<file path="config.mk">
export PLATFORM = sky130hd
export DESIGN_NAME = countdown_timer
export DESIGN_NICKNAME = d
export VERILOG_FILES = /design/src/rtl/countdown_timer.sv
export SDC_FILE = /design/constraint.sdc
export NUM_CORES = 1
export LEC_CHECK = 0
export CORE_ASPECT_RATIO = 1.1
export CORE_MARGIN = 2
export CORE_UTILIZATION = 45
export DETAILED_ROUTE_END_ITERATION = 6
export GPL_TIMING_DRIVEN = 0
export PLACE_DENSITY = 0.72
export SYNTH_ARGS = -nofsm -noshare
export SYNTH_HDL_FRONTEND = slang
export SYNTH_SLANG_ARGS = --single-unit
</file>
<file path="constraint.sdc">
create_clock -name clk_i -period 6 [get_ports clk_i]
set_clock_uncertainty 0.15 [all_clocks]
set_input_delay 0.6 -clock clk_i [delete_from_list [all_inputs] [get_ports clk_i]]
set_output_delay 0.6 -clock clk_i [all_outputs]
set_load 0.02 [all_outputs]
</file>
<file path="src/rtl/countdown_timer.sv">
// -----------------------------------------------------------------------------
// countdown_timer
//
// Loadable down-counter with start / pause / stop control and an optional
// auto-reload. When the count expires while running, done_o pulses for one
// cycle. With reload enabled, the counter re-arms itself and keeps running,
// which gives a periodic tick.
//
// Parameters
//   BW           width of the count, reload and load-value paths (2..32)
//
// Ports
//   clk_i        clock; all state changes on the rising edge
//   rst_i        asynchronous active-high reset
//   load_i       capture load_val_i as both the reload value and the count
//   load_val_i   terminal count to load (unsigned)
//   start_i      start from IDLE or resume from PAUSE
//   pause_i      pause while running
//   stop_i       abort to IDLE and keep the current count
//   reload_en_i  auto-reload enable, sampled on the expiry edge
//   count_o      current count register
//   busy_o       high in RUN or PAUSE
//   paused_o     high in PAUSE only
//   done_o       registered single-cycle expiry pulse
// -----------------------------------------------------------------------------
module countdown_timer #(
    parameter int BW = 8
) (
    input  logic          clk_i,
    input  logic          rst_i,
    input  logic          load_i,
    input  logic [BW-1:0] load_val_i,
    input  logic          start_i,
    input  logic          pause_i,
    input  logic          stop_i,
    input  logic          reload_en_i,
    output logic [BW-1:0] count_o,
    output logic          busy_o,
    output logic          paused_o,
    output logic          done_o
);

    typedef enum logic [1:0] {
        ST_IDLE  = 2'd0,
        ST_RUN   = 2'd1,
        ST_PAUSE = 2'd2
    } state_t;

    localparam logic [BW-1:0] CNT_ZERO = '0;
    localparam logic [BW-1:0] CNT_ONE  = BW'(1);

    state_t        state_q,  state_d;
    logic [BW-1:0] count_q,  count_d;
    logic [BW-1:0] reload_q, reload_d;
    logic          done_q,   done_d;

    // Next-state logic. Priority on every edge: load, then stop, then the
    // per-state start/pause handling.
    always_comb begin
        state_d  = state_q;
        count_d  = count_q;
        reload_d = reload_q;
        done_d   = 1'b0;

        if (load_i) begin
            reload_d = load_val_i;
            count_d  = load_val_i;
            state_d  = ST_IDLE;
        end else if (stop_i) begin
            state_d = ST_IDLE;
        end else begin
            unique case (state_q)
                ST_IDLE: begin
                    if (start_i) begin
                        if (count_q != CNT_ZERO) begin
                            // The start edge only arms the counter; the first
                            // decrement happens on the following edge.
                            state_d = ST_RUN;
                        end else begin
                            // Nothing to count: report expiry immediately.
                            done_d = 1'b1;
                        end
                    end
                end

                ST_RUN: begin
                    if (pause_i) begin
                        // Pause wins over an expiry on the same edge.
                        state_d = ST_PAUSE;
                    end else if (count_q == CNT_ONE) begin
                        done_d = 1'b1;
                        if (reload_en_i && (reload_q != CNT_ZERO)) begin
                            count_d = reload_q;
                        end else begin
                            count_d = CNT_ZERO;
                            state_d = ST_IDLE;
                        end
                    end else if (count_q == CNT_ZERO) begin
                        // Unreachable in normal operation (RUN is only entered
                        // with a non-zero count); park safely without wrapping.
                        state_d = ST_IDLE;
                    end else begin
                        count_d = count_q - CNT_ONE;
                    end
                end

                ST_PAUSE: begin
                    // Resume without decrementing; pause_i has no effect here.
                    if (start_i) begin
                        state_d = ST_RUN;
                    end
                end

                default: begin
                    state_d = ST_IDLE;
                end
            endcase
        end
    end

    always_ff @(posedge clk_i or posedge rst_i) begin
        if (rst_i) begin
            state_q  <= ST_IDLE;
            count_q  <= '0;
            reload_q <= '0;
            done_q   <= 1'b0;
        end else begin
            state_q  <= state_d;
            count_q  <= count_d;
            reload_q <= reload_d;
            done_q   <= done_d;
        end
    end

    // Status flags are pure decodes of the state register.
    assign count_o  = count_q;
    assign busy_o   = (state_q == ST_RUN) || (state_q == ST_PAUSE);
    assign paused_o = (state_q == ST_PAUSE);
    assign done_o   = done_q;

endmodule

</file>
==> results of run 1 <==
synthesized netlist by cell type, drive strengths merged (3+ instances only):
| cell type | number | area (um^2) |
|---|---|---|
| nand2 | 11 | 41.3 |
| nor2 | 11 | 41.3 |
| mux2 | 3 | 33.8 |
| ha | 7 | 87.6 |
| o21ai | 13 | 65.1 |
| nor3b | 3 | 22.5 |
| nor3 | 7 | 35.0 |
| a21oi | 6 | 30.0 |
| buf | 4 | 25.0 |
| a32oi | 3 | 26.3 |
| inv | 13 | 48.8 |
| nor4 | 6 | 50.0 |
| dfrtp | 19 | 475 |
critical path, stage by stage:
cell                              delay (ns)
sky130_fd_sc_hd__clkdlybuf4s50_1        0.45
sky130_fd_sc_hd__nor3b_1                0.67
sky130_fd_sc_hd__o21ai_1                0.27
sky130_fd_sc_hd__o41ai_1                0.36
sky130_fd_sc_hd__o21bai_1               0.15
metal layers:
metal	vias up	global-route usage
met4	0	0.0733
met5	-	0
met1	552	0.296
li1	558	-
met3	6	0.0330
met2	31	0.334
power by group through the flow:
stage / Sequential (uW) / Clock, uW / Combinational [uW]
6_report: 155 / 65.9 / 85.4
4_1_cts: 155 / 67.3 / 85.9
3_5_place_dp: 157 / 0 / 85.4
5_1_grt: 157 / 75.1 / 93.7
3_3_place_gp: 157 / 0 / 83.8
2_1_floorplan: 160 / 0 / 45.1
worst paths after layout:
path                       cells after the start  slack (ns)         from          end
max                                            5        3.58       stop_i   count_o[5]
max in group asynchronous                      2        4.68        rst_i   count_o[3]
min in group asynchronous                      2        0.56        rst_i   count_o[5]
min reg2reg                                    2        0.41  reload_q[1]  reload_q[1]
min                                            2        0.41  reload_q[1]  reload_q[1]
max reg2reg                                    6        3.64   state_q[1]   count_o[5]
registers in the layout, indices dropped and copies added (netlist names):
name / cells
state_q: 2
done_o: 1
count_o: 8
reload_q: 8
cells by family (layout without fill, tap and decap cells):
kind of cell / Yosys count / count (layout) / synth area share
adders and majority gates: 7 / 7 / 0.0712
DFF: 19 / 19 / 0.387
AOI/OAI and AO/OA: 37 / 37 / 0.209
muxes: 5 / 5 / 0.0437
and+or+nand+nor: 50 / 50 / 0.230
buffers and inverters: 17 / 46 / 0.0600
area by class of cell:
type                    instances  area (um^2)  area share
repair buffers                 25          250       0.162
well taps                      31         38.8      0.0251
inverters                      13         48.8      0.0316
flip-flops and latches         19          475       0.308
plain buffers                   4         25.0      0.0162
multi-input cells              99          681       0.440
clock buffers                   4         26.3      0.0170
through the flow:
step	worst slack, ns	std cells
final	3.58	195
after global routing	3.37	195
after CTS	3.58	195
after detailed placement	3.28	191
after global placement	3.24	191
after floorplan	3.83	135
==> qor.tcl, run 1 <==
set qor(clk_pin_slew_worst_paths_ns) 0.11
set qor(p_per_area_nw_per_um2) 198
set qor(netSwitchingPower_uw) 101
set qor(dpl.hpwl_um) 2370
set qor(gp_congestion) 0.896
set qor(fmaxAchievable_ghz) 0.414
set qor(die_x_um) 53.8
set qor(synth_flop_cell) {sky130_fd_sc_hd__dfrtp_1}
set qor(hold_ws_ns) 0.411
set qor(critical_path_capture_point_type) {flop}
set qor(yosysSeqAreaShare) 0.387
set qor(die_h_um) 58.8
set qor(detailed_route_wirelength_on_metal2_um) 1450
set qor(synth_seq_cells) 19
set qor(ys.warnings.count) 0
set qor(syn_inst) 135
set qor(route.met3.wl_um) 124
set qor(power.switching_fraction) 0.329
set qor(hold_viol_final) 0
set qor(ioPinCount) 26
set qor(relSlewSlack) 0.482
set qor(critical_path_peak_fanout) 6
set qor(postRouteAntennaNets) 0
set qor(drt_pre_antenna_iters) 4
set qor(largest_net_degree_at_the_start_of_global_routing) 20
set qor(finalSetupViolCount) 0
set qor(p_seq_frac) 0.506
set qor(status) {finished clean}
set qor(fillCellCount) 240
set qor(timing.critical_path.from_type) {primary input}
set qor(final.setup.tns_ns) 0
set qor(clockBufferDepth) 2
set qor(port_buffers) 25
set qor(drt-initial-drc-count) 24
set qor(nets_in_the_synthesized_netlist) 157
set qor(cts_resized) 0
set qor(worst_skew_pair.late_latency_ns) 0.29
set qor(drt-wirelength-per-cell_um) 15.7
set qor(power.ir.vdd_worst_mv) 0.124
set qor(routed.top_layer) {met4}
set qor(global_route.usage.total) 0.213
set qor(route.detailed.vias_per_inst) 5.88
set qor(grt_antenna_before_repair) 0
set qor(min_path_type) {reg2reg}
set qor(postCtsHoldBufs) 0
set qor(via_count) 1147
set qor(async_flop_share) 1.00
set qor(clock_power_share) 0.215
set qor(number_of_enable_flip_flop_cells_after_synthesis) 0
set qor(post_dp_cell_area_um2) 1520
set qor(max_slew.worst_pin.slew_ns) 0.775
set qor(first_global_vias) 1118
set qor(total_die_area_um2) 3170
set qor(p_leak_uw) 0.000627
set qor(remaining_drc_errors) 0
set qor(routed_wirelength_um) 3070
set qor(max_cap_violations) 0
set qor(cts_num_sinks) 19
set qor(drive_gt1_frac) 0.0915
set qor(synth_cell_types) 40
set qor(syn_area_per_cell_um2) 9.11
set qor(final_core_utilization) 0.607
set qor(post_cts.repair.setup_buffers) 0
set qor(starting_density_of_the_core) 0.484
set qor(core_area_um2) 2540
set qor(met1_length_um) 1440
set qor(cts_root_buffer) {sky130_fd_sc_hd__clkbuf_4}
set qor(layout_commonest_cell) {sky130_fd_sc_hd__clkdlybuf4s50_1}
set qor(crit_arrival_ns) 2.50
set qor(internal-power_uw) 206
set qor(cts_tree) {yes}
set qor(global_route_wire_length_before_repair_um) 5000
set qor(synth_area_um2) 1230
set qor(antennaDiodeCount) 0
set qor(area_delta_synth_final_pct) 25.6
set qor(post-route-period-util) 0.403
set qor(placement_rows) 19
set qor(cp_data_required_time_ns) 6.08
set qor(post-route-cell-area_um2) 1550
set qor(final_max_slew_viol_count) 0
set qor(timing.final.crit_period_ns) 2.42
set qor(globalRouteOverflowTotal) 0
set qor(rsz_0062_raised_after_global_routing) {no}
set qor(htree_num_levels) 1
set qor(tritoncts.num_buffers) 3
set qor(most-common-layout-cells) {sky130_fd_sc_hd__clkdlybuf4s50_1 (25), sky130_fd_sc_hd__dfrtp_1 (19), sky130_fd_sc_hd__inv_1 (13)}
set qor(timing.setup.critical_path_class) {in2reg}
set qor(total_power_uw) 306
set qor(comb_power_share) 0.279
set qor(final_net_count) 187
No activity file was read; power rests on OpenSTA's default activity.
==> run 2: changes to the inputs <==
==> constraint.sdc (replaced) <==
create_clock -name clk_i -period 2.25 [get_ports clk_i]
set_clock_uncertainty 0.15 [all_clocks]
set_input_delay 0.225 -clock clk_i [delete_from_list [all_inputs] [get_ports clk_i]]
set_output_delay 0.225 -clock clk_i [all_outputs]
set_load 0.02 [all_outputs]
==> run 2 against run 1 <==
Cell area increased by 1.4%. Register-to-register slack lost 3.5 ns. Die area did not move. Via count up 0.44%. Non-clock buffer count up 1. Core utilization is 0.84 points higher. Setup slack worse by 3.5 ns. Critical path depth increased by 1. Combinational power increased to 2.8 times the previous value. Clock power rose to 2.7 times the previous value. First-iteration DRC count is 130% higher. Largest power group unchanged.
==> qor.tcl, run 2 (synthesis gave the netlist of run 1 again) <==
set qor(status) {finished clean}
set qor(cts_tree) {yes}
set qor(final_max_slew_viol_count) 0 ;# unchanged
set qor(clk_pin_slew_worst_paths_ns) 0.11 ;# about the same
set qor(worst_r2r_endpoint) {count_o[1]}
set qor(worst_case_reg_to_reg_path_depth) 6 ;# unchanged
set qor(cp_data_required_time_ns) 2.32 ;# -3.76 ns
set qor(grtUsageMet3) 0.0305 ;# -0.00254
set qor(global_route_wire_length_before_repair_um) 5010 ;# +0.28%
set qor(critical_path_peak_fanout) 8 ;# +2
set qor(rsz_0062_raised_after_global_routing) {no}
set qor(crit_arrival_ns) 2.21 ;# -0.29 ns
set qor(clockBufferDepth) 2 ;# unchanged
set qor(worst_skew_pair.late_latency_ns) 0.30 ;# about the same
set qor(gp_congestion) 0.896 ;# unchanged
set qor(most-common-layout-cells) {sky130_fd_sc_hd__clkdlybuf4s50_1 (25), sky130_fd_sc_hd__dfrtp_1 (19), sky130_fd_sc_hd__inv_1 (13)}
set qor(timing.final.crit_period_ns) 2.13
set qor(post-place-cells) 191 ;# unchanged
set qor(p_per_area_nw_per_um2) 527 ;# +170%
set qor(postRouteAntennaNets) 0 ;# unchanged
set qor(cts_root_buffer) {sky130_fd_sc_hd__clkbuf_4}
set qor(route.detailed.vias_per_inst) 5.88 ;# about the same
set qor(final_core_utilization) 0.616 ;# +0.00836
set qor(dpl.hpwl_um) 2370 ;# unchanged
set qor(die_x_um) 53.8 ;# unchanged
set qor(setup.reg_to_reg.worst_slack_ns) 0.12 ;# -3.52 ns
set qor(p_leak_uw) 0.000636 ;# +1.4%
set qor(max_cap_violations) 0 ;# unchanged
set qor(globalRouteOverflowTotal) 0 ;# unchanged
set qor(max_slew.worst_pin.slew_ns) 0.711 ;# -0.0641 ns
set qor(timing.critical_path.from_type) {flop}
set qor(total_die_area_um2) 3170 ;# unchanged
set qor(grtUsageMet1) 0.298 ;# +0.00163
set qor(min_path_type) {in2async}
set qor(port_buffers) 25 ;# unchanged
set qor(final_net_count) 188 ;# +0.53%
set qor(drt-initial-drc-count) 56 ;# +130%
set qor(starting_density_of_the_core) 0.484 ;# unchanged
set qor(relSlewSlack) 0.525 ;# +0.0433
set qor(grt_use_met2) 0.336 ;# +0.00174
set qor(layout_commonest_cell) {sky130_fd_sc_hd__clkdlybuf4s50_1}
set qor(fillCellCount) 236 ;# -1.7%
set qor(drt-wirelength-per-cell_um) 15.7 ;# -0.22%
set qor(fmaxAchievable_ghz) 0.468
set qor(most_congested_layer_reported_by_global_routing) {met2}
set qor(register_area_um2) 475 ;# unchanged
set qor(die_h_um) 58.8 ;# unchanged
set qor(grt_antenna_before_repair) 0 ;# unchanged
set qor(ioPinCount) 26 ;# unchanged
set qor(remaining_drc_errors) 0 ;# unchanged
set qor(drive_gt1_frac) 0.109 ;# +0.0176
set qor(post-route-period-util) 0.949
set qor(postCtsHoldBufs) 0 ;# unchanged
set qor(post_dp_cell_area_um2) 1520 ;# unchanged
set qor(first_global_vias) 1115 ;# -0.27%
set qor(finalSetupViolCount) 0 ;# unchanged
set qor(global_route.usage.total) 0.214 ;# +0.000524
set qor(htree_num_levels) 1 ;# unchanged
set qor(routed_wirelength_um) 3080 ;# +0.29%
set qor(largest_net_degree_at_the_start_of_global_routing) 20 ;# unchanged
set qor(final.setup.tns_ns) 0 ;# unchanged
set qor(timing.setup.critical_path_class) {reg2reg}
set qor(total_power_uw) 825 ;# +170%
set qor(critical_path_capture_point_type) {flop}
set qor(placement_rows) 19 ;# unchanged
set qor(tritoncts.num_buffers) 3 ;# unchanged
set qor(instances_no_fill) 196 ;# +0.51%
set qor(hold_viol_final) 0 ;# unchanged
set qor(power.ir.vdd_worst_mv) 0.336 ;# +170%
set qor(core_area_um2) 2540 ;# unchanged
set qor(multi_input_comb_area_um2) 694 ;# +2.0%
set qor(area_delta_synth_final_pct) 27.4
set qor(antennaDiodeCount) 0 ;# unchanged
set qor(cts_num_sinks) 19 ;# unchanged
set qor(crit-reg2reg-launch) {count_o[0]}
set qor(post-route-cell-area_um2) 1570 ;# +1.4%
set qor(via_count) 1152 ;# +0.44%
set qor(drt_pre_antenna_iters) 4 ;# unchanged
==> run 2: cell count changes in the layout (fill, tap and decap cells not counted) <==
cell / before / now
sky130_fd_sc_hd__buf_4: 2 / 3
sky130_fd_sc_hd__ha_1: 7 / 6
sky130_fd_sc_hd__ha_2: 0 / 1
sky130_fd_sc_hd__nor3b_1: 3 / 2
sky130_fd_sc_hd__nor3b_4: 0 / 1
==> run 2: repair_timing <==
action,in CTS,in global routing
cloned,0,0
buffers inserted,0,1
gates resized for setup,1,2
setup endpoints to repair,2,7
==> run 2: through the flow <==
step           hold WS (ns)  setup WS, ns
4_1_cts               0.215        0.0325
5_1_grt               0.208       0.00728
3_3_place_gp          0.387        -0.133
6_report              0.167         0.115
3_5_place_dp          0.390       -0.0939
2_1_floorplan        0.0261        0.0811
==> run 2: worst max-delay path: stages (launching register included) <==
cell                       delay, ns
sky130_fd_sc_hd__dfrtp_1        0.48
sky130_fd_sc_hd__ha_2           0.27
sky130_fd_sc_hd__or4b_1         0.55
sky130_fd_sc_hd__o21a_4         0.25
sky130_fd_sc_hd__o21ai_0        0.09
sky130_fd_sc_hd__nand2b_1       0.09
sky130_fd_sc_hd__a32oi_1        0.17
==> run 2: cell type report <==
| cell class | count | area share |
|---|---|---|
| timing repair buffer | 26 | 0.165 |
| sequential | 19 | 0.304 |
| clock buffer | 4 | 0.0168 |
| inverter | 13 | 0.0312 |
| buffer | 4 | 0.0160 |
| multi-input combinational | 99 | 0.443 |
| tap | 31 | 0.0248 |
==> run 2: worst max-delay path by stage <==
stage                          start          to  slack [ns]  depth (start not counted)
after floorplan           count_o[1]  count_o[6]        0.08                          6
after global placement        stop_i  count_o[5]       -0.13                          5
after detailed placement      stop_i  count_o[5]       -0.09                          5
after CTS                 count_o[1]  count_o[1]        0.03                          7
after global routing      count_o[0]  count_o[1]       0.007                          7
final                     count_o[0]  count_o[1]        0.12                          6
==> run 2: power breakdown <==
group          internal, uW  switching (uW)
Clock                  69.1             109
Sequential              371            41.5
Combinational           113             122
==> run 2: per-layer routing <==
| metal | vias up | wire [um] |
|---|---|---|
| met5 | - | 0 |
| met4 | 0 | 81 |
| met3 | 8 | 139 |
| met2 | 43 | 1450 |
| met1 | 545 | 1400 |
| li1 | 556 | - |
==> run 3: changes to the inputs <==
--- a/config.mk
+++ b/config.mk
@@ -10,7 +10,9 @@
 export CORE_UTILIZATION = 45
 export DETAILED_ROUTE_END_ITERATION = 6
 export GPL_TIMING_DRIVEN = 0
+export HOLD_SLACK_MARGIN = 0.12
 export PLACE_DENSITY = 0.72
+export SETUP_SLACK_MARGIN = 0.02
 export SYNTH_ARGS = -nofsm -noshare
 export SYNTH_HDL_FRONTEND = slang
 export SYNTH_SLANG_ARGS = --single-unit
==> run 3 against run 2 <==
Die area unchanged. Sequential share of layout area down 0.097 points. Cell count is the same. Count of clock-buffer cells in the layout did not move. Routed wire length rose by 0.72%. Largest power group unchanged.
==> qor.tcl, run 3 (synthesis gave the netlist of run 1 again) <==
set qor(cp_data_required_time_ns) 2.32 ;# about the same
set qor(finalSetupViolCount) 0 ;# unchanged
set qor(antennaDiodeCount) 0 ;# unchanged
set qor(most-common-layout-cells) {sky130_fd_sc_hd__clkdlybuf4s50_1 (25), sky130_fd_sc_hd__dfrtp_1 (19), sky130_fd_sc_hd__inv_1 (13)}
set qor(cp_cell_sequence) {ha_2 -> or4b_1 -> o21a_4 -> o21ai_0 -> nand2b_1 -> a32oi_1}
set qor(timing.final.crit_period_ns) 2.13 ;# -0.00692 ns
set qor(route.met3.wl_um) 137 ;# -1.4%
set qor(detailed_route_wirelength_on_metal2_um) 1470 ;# +1.3%
set qor(cts_root_buffer) {sky130_fd_sc_hd__clkbuf_4}
set qor(worst_skew_pair.late_latency_ns) 0.30 ;# about the same
set qor(fmaxAchievable_ghz) 0.470 ;# +0.33%
set qor(routed_wirelength_um) 3100 ;# +0.72%
set qor(port_buffers) 25 ;# unchanged
set qor(crit_arrival_ns) 2.20 ;# about the same
set qor(area_delta_synth_final_pct) 27.8
set qor(relSlewSlack) 0.526 ;# +0.000775
set qor(remaining_drc_errors) 0 ;# unchanged
set qor(starting_density_of_the_core) 0.484 ;# unchanged
set qor(drive_gt1_frac) 0.115 ;# +0.00606
set qor(postRouteAntennaNets) 0 ;# unchanged
set qor(globalRouteOverflowTotal) 0 ;# unchanged
set qor(status) {finished clean}
set qor(final_net_count) 188 ;# unchanged
set qor(post_dp_cell_area_um2) 1520 ;# unchanged
set qor(rsz_0062_raised_after_global_routing) {yes}
set qor(hold_viol_final) 0 ;# unchanged
set qor(placement_rows) 19 ;# unchanged
set qor(cts_num_sinks) 19 ;# unchanged
set qor(tritoncts.num_buffers) 3 ;# unchanged
set qor(global_route_wire_length_before_repair_um) 5010 ;# unchanged
set qor(register_area_um2) 475 ;# unchanged
set qor(drt-initial-drc-count) 35 ;# -38%
set qor(postCtsHoldBufs) 0 ;# unchanged
set qor(max_slew.worst_pin.slew_ns) 0.710 ;# -0.00116 ns
set qor(critical_path_capture_point_type) {flop}
set qor(multi_input_comb_area_um2) 699 ;# +0.72%
set qor(die_h_um) 58.8 ;# unchanged
set qor(drt_pre_antenna_iters) 4 ;# unchanged
set qor(routed.top_layer) {met4}
set qor(p_leak_uw) 0.000638 ;# +0.34%
set qor(timing.setup.critical_path_class) {reg2reg}
set qor(core_area_um2) 2540 ;# unchanged
set qor(drt-wirelength-per-cell_um) 15.8 ;# +0.72%
set qor(clk_pin_slew_worst_paths_ns) 0.11 ;# about the same
set qor(ioPinCount) 26 ;# unchanged
set qor(global_route.usage.total) 0.214 ;# unchanged
set qor(clockBufferDepth) 2 ;# unchanged
set qor(die_x_um) 53.8 ;# unchanged
set qor(timing.critical_path.from_type) {flop}
set qor(post-route-cell-area_um2) 1570 ;# +0.32%
set qor(first_global_vias) 1115 ;# unchanged
set qor(largest_net_degree_at_the_start_of_global_routing) 20 ;# unchanged
set qor(critical_path.n_buffers_inverters) 0 ;# unchanged
set qor(final_core_utilization) 0.618 ;# +0.00197
set qor(via_count) 1160 ;# +0.69%
set qor(layout_commonest_cell) {sky130_fd_sc_hd__clkdlybuf4s50_1}
set qor(total_die_area_um2) 3170 ;# unchanged
set qor(power.ir.vdd_worst_mv) 0.336 ;# about the same
set qor(dpl.hpwl_um) 2370 ;# unchanged
set qor(met1_length_um) 1400 ;# -0.14%
set qor(min_path_type) {in2async}
set qor(critical-path-slowest-cell) {sky130_fd_sc_hd__or4b_1}
set qor(p_per_area_nw_per_um2) 526 ;# -0.26%
set qor(critical_path_peak_fanout) 8 ;# unchanged
set qor(hold_ws_ns) 0.168 ;# +0.00174 ns
set qor(htree_num_levels) 1 ;# unchanged
set qor(route.detailed.vias_per_inst) 5.92 ;# +0.69%
set qor(max_cap_violations) 0 ;# unchanged
set qor(critical-path-top-delay-family) {simple AND/OR/NAND/NOR gates}
set qor(cts_tree) {yes}
set qor(fillCellCount) 235 ;# -0.42%
set qor(grt_antenna_before_repair) 0 ;# unchanged
set qor(post-route-period-util) 0.946 ;# -0.00307
set qor(critPathMaxStageDelay_ns) 0.55 ;# about the same
set qor(final_max_slew_viol_count) 0 ;# unchanged
set qor(gp_congestion) 0.896 ;# unchanged
==> run 3: layer usage <==
metal  vias to the layer above  GRT usage
li1                        558          -
met5                         -          0
met1                       551      0.298
met2                        41      0.336
met4                         0     0.0733
met3                        10     0.0305
==> run 3: report_power, final <==
| part | leakage (uW) | switching [uW] | total, uW | internal (uW) |
|---|---|---|---|---|
| logic | 0.000390 | 123 | 236 | 113 |
| registers | 0.000233 | 41.8 | 413 | 371 |
| clock network | 0.0000150 | 108 | 177 | 69.1 |
| total | 0.000638 | 273 | 826 | 553 |
==> run 3: final cells by class <==
class	instances	area share
plain buffers	4	0.0159
clock buffers	4	0.0167
inverters	13	0.0311
multi-input cells	99	0.445
flip-flops and latches	19	0.303
well taps	31	0.0247
repair buffers	26	0.164
==> run 3: worst paths after layout <==
check | start | slack [ns] | cells past startpoint | end
hold / removal | rst_i | 0.17 | 2 | count_o[5]
max in group asynchronous | rst_i | 1.33 | 2 | count_o[3]
setup / recovery | count_o[0] | 0.12 | 6 | count_o[1]
min in group clk_i | load_val_i[7] | 0.33 | 3 | count_o[7]
setup reg to reg | count_o[0] | 0.12 | 6 | count_o[1]
hold reg to reg | reload_q[1] | 0.41 | 2 | reload_q[1]
==> run 3: per-stage QoR <==
step	total power, uW	setup WS [ns]	setup TNS [ns]	cells
2_1_floorplan	547	0.0811	0	135
3_3_place_gp	641	-0.133	-0.167	191
3_5_place_dp	647	-0.0939	-0.102	191
4_1_cts	822	0.0325	0	195
5_1_grt	873	0.00728	0	196
6_report	826	0.122	0	196
==> run 3: what timing repair did <==
action                                  CTS  global route
endpoints found under the setup margin    2             7
gates resized for setup                   1             3
buffers inserted                          0             1
